File: src/rtl/hazard_ctrl.sv
// rtl/hazard_ctrl.sv - pipeline hazard, stall and halt controller for the five-stage core
//
// Drives the PC and FD/DE/EM/MW latch enables and bubble flushes.
// Freezes on data-memory waits. Inserts load-use bubbles.
// Squashes wrong-path instructions on jumps and taken branches.
// Holds a sticky halt once a halt instruction reaches MEM.
//
// Ports:
//   CLK, RST                         core clock, synchronous active-high reset
//   ihit, dhit                       fetch / data access complete this cycle
//   dmemREN_me, dmemWEN_me           MEM-stage load / store request
//   memRead_ex, regDst_ex            EX-stage load and its destination
//   rs_de, rt_de, useRs_de, useRt_de DE-stage sources and whether they are read
//   jump_de, branchTaken_me, halt_me redirects and halt
//   pc_en, fd_en, de_en, em_en, mw_en  load enables (combinational)
//   fd_flush, de_flush, em_flush       bubble insert on the next edge
//   halt                             registered, 1 exactly while HALTED
//   dstall_cnt, lu_cnt, flush_cnt    performance counters
//
// Optional feature: define HAZARD_PERF_CNT_EN to build the saturating
// performance counters. When it is undefined, the counter ports read 0
// and no counter flops exist.

module hazard_ctrl (
    input  logic        CLK,
    input  logic        RST,
    input  logic        ihit,
    input  logic        dhit,
    input  logic        dmemREN_me,
    input  logic        dmemWEN_me,
    input  logic        memRead_ex,
    input  logic [4:0]  regDst_ex,
    input  logic [4:0]  rs_de,
    input  logic [4:0]  rt_de,
    input  logic        useRs_de,
    input  logic        useRt_de,
    input  logic        jump_de,
    input  logic        branchTaken_me,
    input  logic        halt_me,
    output logic        pc_en,
    output logic        fd_en,
    output logic        de_en,
    output logic        em_en,
    output logic        mw_en,
    output logic        fd_flush,
    output logic        de_flush,
    output logic        em_flush,
    output logic        halt,
    output logic [31:0] dstall_cnt,
    output logic [31:0] lu_cnt,
    output logic [31:0] flush_cnt
);

    typedef enum logic [1:0] {
        RUN    = 2'd0,
        DWAIT  = 2'd1,
        HALTED = 2'd2
    } state_t;

    state_t state;

    logic dReq;
    logic loadUse;
    logic active;
    logic freezeFire;
    logic branchFire;
    logic luFire;
    logic haltGo;

    assign dReq    = (dmemREN_me | dmemWEN_me) & ~dhit;
    assign loadUse = memRead_ex & (regDst_ex != 5'd0) &
                     ((useRs_de & (rs_de == regDst_ex)) |
                      (useRt_de & (rt_de == regDst_ex)));

    // Rules 2..4 only fire when neither reset nor halt already owns the pipeline.
    assign active     = ~RST & (state != HALTED);
    assign freezeFire = active & dReq;
    assign branchFire = active & ~dReq & branchTaken_me;
    assign luFire     = active & ~dReq & ~branchTaken_me & loadUse;
    // A halt in MEM may retire only once its memory access is done.
    assign haltGo     = active & ~dReq & halt_me;

    always_comb begin
        pc_en    = 1'b1;
        fd_en    = 1'b1;
        de_en    = 1'b1;
        em_en    = 1'b1;
        mw_en    = 1'b1;
        fd_flush = 1'b0;
        de_flush = 1'b0;
        em_flush = 1'b0;
        if (RST || state == HALTED) begin
            pc_en    = 1'b0;
            fd_en    = 1'b0;
            de_en    = 1'b0;
            em_en    = 1'b0;
            mw_en    = 1'b0;
            fd_flush = RST;
            de_flush = RST;
            em_flush = RST;
        end else if (dReq) begin
            pc_en = 1'b0;
            fd_en = 1'b0;
            de_en = 1'b0;
            em_en = 1'b0;
            mw_en = 1'b0;
        end else if (branchTaken_me) begin
            // Branch wins over load-use; the dependent instruction is squashed anyway.
            fd_flush = 1'b1;
            de_flush = 1'b1;
            em_flush = 1'b1;
        end else if (loadUse) begin
            pc_en    = 1'b0;
            fd_en    = 1'b0;
            de_flush = 1'b1;
        end else if (jump_de) begin
            fd_flush = 1'b1;
            pc_en    = ihit;
        end else if (!ihit) begin
            pc_en    = 1'b0;
            fd_flush = 1'b1;
        end
    end

    always_ff @(posedge CLK) begin
        if (RST) begin
            state <= RUN;
            halt  <= 1'b0;
        end else begin
            case (state)
                RUN: begin
                    if (haltGo) begin
                        state <= HALTED;
                        halt  <= 1'b1;
                    end else if (dReq) begin
                        state <= DWAIT;
                    end
                end
                DWAIT: begin
                    if (haltGo) begin
                        state <= HALTED;
                        halt  <= 1'b1;
                    end else if (dhit) begin
                        state <= RUN;
                    end
                end
                HALTED: begin
                    state <= HALTED;
                    halt  <= 1'b1;
                end
                default: begin
                    state <= RUN;
                    halt  <= 1'b0;
                end
            endcase
        end
    end

`ifdef HAZARD_PERF_CNT_EN
    always_ff @(posedge CLK) begin
        if (RST) begin
            dstall_cnt <= 32'd0;
            lu_cnt     <= 32'd0;
            flush_cnt  <= 32'd0;
        end else begin
            if (freezeFire && dstall_cnt != 32'hFFFF_FFFF) dstall_cnt <= dstall_cnt + 32'd1;
            if (luFire     && lu_cnt     != 32'hFFFF_FFFF) lu_cnt     <= lu_cnt + 32'd1;
            if (branchFire && flush_cnt  != 32'hFFFF_FFFF) flush_cnt  <= flush_cnt + 32'd1;
        end
    end
`else
    assign dstall_cnt = 32'd0;
    assign lu_cnt     = 32'd0;
    assign flush_cnt  = 32'd0;

    logic unusedFire;
    assign unusedFire = freezeFire ^ luFire ^ branchFire;
`endif

endmodule

File: config.mk
export PLATFORM = sky130hd
export DESIGN_NAME = hazard_ctrl
export DESIGN_NICKNAME = d
export VERILOG_FILES = /design/src/rtl/hazard_ctrl.sv
export SDC_FILE = /design/constraint.sdc
export NUM_CORES = 1
export LEC_CHECK = 0
export CORE_ASPECT_RATIO = 0.7
export CORE_MARGIN = 5
export CORE_UTILIZATION = 29
export CTS_BUF_LIST = sky130_fd_sc_hd__clkbuf_8
export DETAILED_ROUTE_END_ITERATION = 16
export PLACE_DENSITY = 0.95
export REMOVE_ABC_BUFFERS = 1
export SLEW_MARGIN = 20
export SYNTH_ARGS = -nofsm -noshare
export SYNTH_HDL_FRONTEND = slang
export SYNTH_SLANG_ARGS = --single-unit
File: constraint.sdc
create_clock -name CLK -period 4.5 [get_ports CLK]
set_input_delay 0.9 -clock CLK [delete_from_list [all_inputs] [get_ports CLK]]
set_output_delay 0.9 -clock CLK [all_outputs]
set_load 0.03 [all_outputs]
==> impl_metrics.json, run 1 <==
{
  "synthCells": 141,
  "drt_pass1_iterations": 4,
  "drv_cap": 0,
  "hold_class": "reg2reg",
  "synth_common_cells": "buf_4, xnor2_1",
  "synthDistinctLibCells": 23,
  "clock_path_buffers": 2,
  "critPathArrivalTime_ns": 3.06,
  "layout-drive-gt1-share_pct": 5.08,
  "period_needed_ns": 3.96,
  "fmax_ghz": 0.252,
  "gp_congestion": 0.790,
  "antenna_left": 0,
  "grt-ovfl-total": 0,
  "grt_pass1_wl_um": 2640,
  "antenna_found_initial": 0,
  "fin_util_pct": 32.6,
  "slew_violations": 0,
  "antenna_cells": 0,
  "cp_max_fo": 3,
  "status": "completed",
  "ys_seq_elements": 3,
  "synthesis.area_um2": 1070,
  "dp_hpwl_um": 2160,
  "drc_errors": 0,
  "finalCritPeriodShare_pct": 88.1,
  "wl_per_cell_um": 10.2,
  "grt_pass1_vias": 513,
  "grt_max_degree": 9,
  "port_buffers": 35,
  "initial_core_util_pct": 30.2,
  "syn_avg_cell_area_um2": 7.58,
  "cts_made_buffers": 3,
  "layout.nets": 205,
  "ys_seq_area_share_pct": 5.62,
  "power_w": 0.000293,
  "die_w_um": 82.6,
  "grt_usage_pct": 7.21,
  "ioPinCount": 132,
  "rows": 18,
  "synth-edff-count": 0,
  "htreeDepth": 1,
  "postCtsSetupRepairBufs": 0,
  "hold_depth": 1,
  "finalSetupViolCount": 0,
  "cts_tree": "yes",
  "clock_latency_ns": 0.21,
  "viasPerCell": 2.91,
  "cp.required_ns": 3.60,
  "path_clk_slew_ns": 0.03,
  "yosysMostFrequentCell": "buf_4",
  "cts_root_buffer": "clkbuf_8",
  "synthTopCellsByArea": "buf_4, xnor2_1, dfxtp_1",
  "async_reset_ff_share_pct": 0,
  "finClkSkew_ns": 0.000786,
  "num_vias": 661,
  "drt_wl_total_um": 2320,
  "p_per_area_nw_per_um2": 255,
  "synth_top_area_cell": "buf_4",
  "clock-sinks": 3,
  "core_um2": 3540,
  "setup-tns-final_ns": 0,
  "dieArea_um2": 5020,
  "yosysTopAreaCellShare_pct": 68.9,
  "r2r_cells": 3,
  "hold_viol": 0,
  "fillerInstances": 388,
  "crit_type": "in2out",
  "synth-main-ff-cell": "dfxtp_1",
  "syn2layout_area_growth_pct": 7.85,
  "start_kind": "input port",
  "rsz0062_at_grt": "no",
  "peakVddDrop_mv": 0.0761,
  "ys.warnings.count": 0,
  "drt_iter0_markers": 29,
  "die_h_um": 60.8,
  "crit_path_end_kind": "output pin",
  "p_leak_nw": 0.586
}
worst max-delay path, stage by stage:
cell             delay (ns)
clkdlybuf4s50_1        0.48
or4_4                  0.56
o21ai_2                0.17
nor2_1                 0.07
a21oi_1                0.17
clkdlybuf4s50_1        0.71
state kept, by name, summed over array words and instances, names as in the netlist:
| register | count |
|---|---|
| state | 2 |
| halt | 1 |
repair_timing:
action | 4_1_cts | 5_1_grt
resized for setup | 0 | 1
endpoints found under the setup margin | 0 | 1
hold buffers | 0 | 0
per-stage QoR:
step	worst slack, ns	std cells	cell area (um2)	hold slack [ns]
final	0.536	227	1150	0.471
after global routing	0.364	227	1150	0.503
after CTS	0.210	227	1150	0.474
after detailed placement	0.250	223	1100	0.470
after global placement	0.228	223	1100	0.454
after floorplan	-0.426	138	689	0.437
per-layer routing:
| layer | up-vias | routed length, um | global-route usage, % |
|---|---|---|---|
| li1 | 330 | - | - |
| met1 | 296 | 671 | 8.44 |
| met2 | 33 | 1450 | 12.8 |
| met3 | 2 | 172 | 1.78 |
| met4 | 0 | 26 | 2.80 |
| met5 | - | 0 | 0 |
cells in the final DEF, fill, tap and decap left out, types with 3 or more instances in the layout:
| cell type | instances |
|---|---|
| nand2_1 | 3 |
| clkbuf_8 | 3 |
| xnor2_1 | 10 |
| a21oi_1 | 3 |
| dfxtp_1 | 3 |
| clkdlybuf4s50_1 | 35 |
| conb_1 | 96 |
kinds of logic after synthesis:
family | Yosys count | share of synthesized area [%]
AND/OR/NAND/NOR | 15 | 8.31
flip-flops | 3 | 5.62
XOR/XNOR | 10 | 8.20
AO/OA/AOI/OAI | 13 | 8.31
other | 1 | 0.351
buffers and inverters | 99 | 69.2
power by group:
group	internal [W]	switching (W)	leakage, nW
sequential	0.0000295	0.00000167	0.0249
clock	0.0000580	0.0000164	0.0269
combinational	0.0000443	0.000143	0.534
total	0.000132	0.000162	0.586
path summary, 6_finish.rpt:
path	slack [ns]	endpoint	startpoint
setup / recovery	0.54	pc_en	regDst_ex[1]
hold / removal	0.47	state[0]	state[1]
setup reg to reg	3.43	halt	state[0]
hold reg to reg	0.47	state[0]	state[1]
cell type report:
type                    count  area (um2)  share of cell area (%)
well taps                  50        62.6                    5.43
flip-flops and latches      3        60.1                    5.21
inverters                   1        3.75                   0.326
clock buffers               3        41.3                    3.58
repair buffers             35         350                    30.4
clock inverters             1        3.75                   0.326
multi-input cells         134         631                    54.7
Power figures use the tool's default switching activity.
==> run 2, diff against run 1 <==
ABC_CLOCK_PERIOD_IN_PS = 4500   (was default)
==> results of run 2 <==
Same layout as run 1: the final DEF is identical, and so are final timing and power.
==> run 3, diff against run 2 <==
GPL_ROUTABILITY_DRIVEN = 0   (was default)
==> results of run 3 <==
Same layout as run 1: the final DEF is identical, and so are final timing and power.
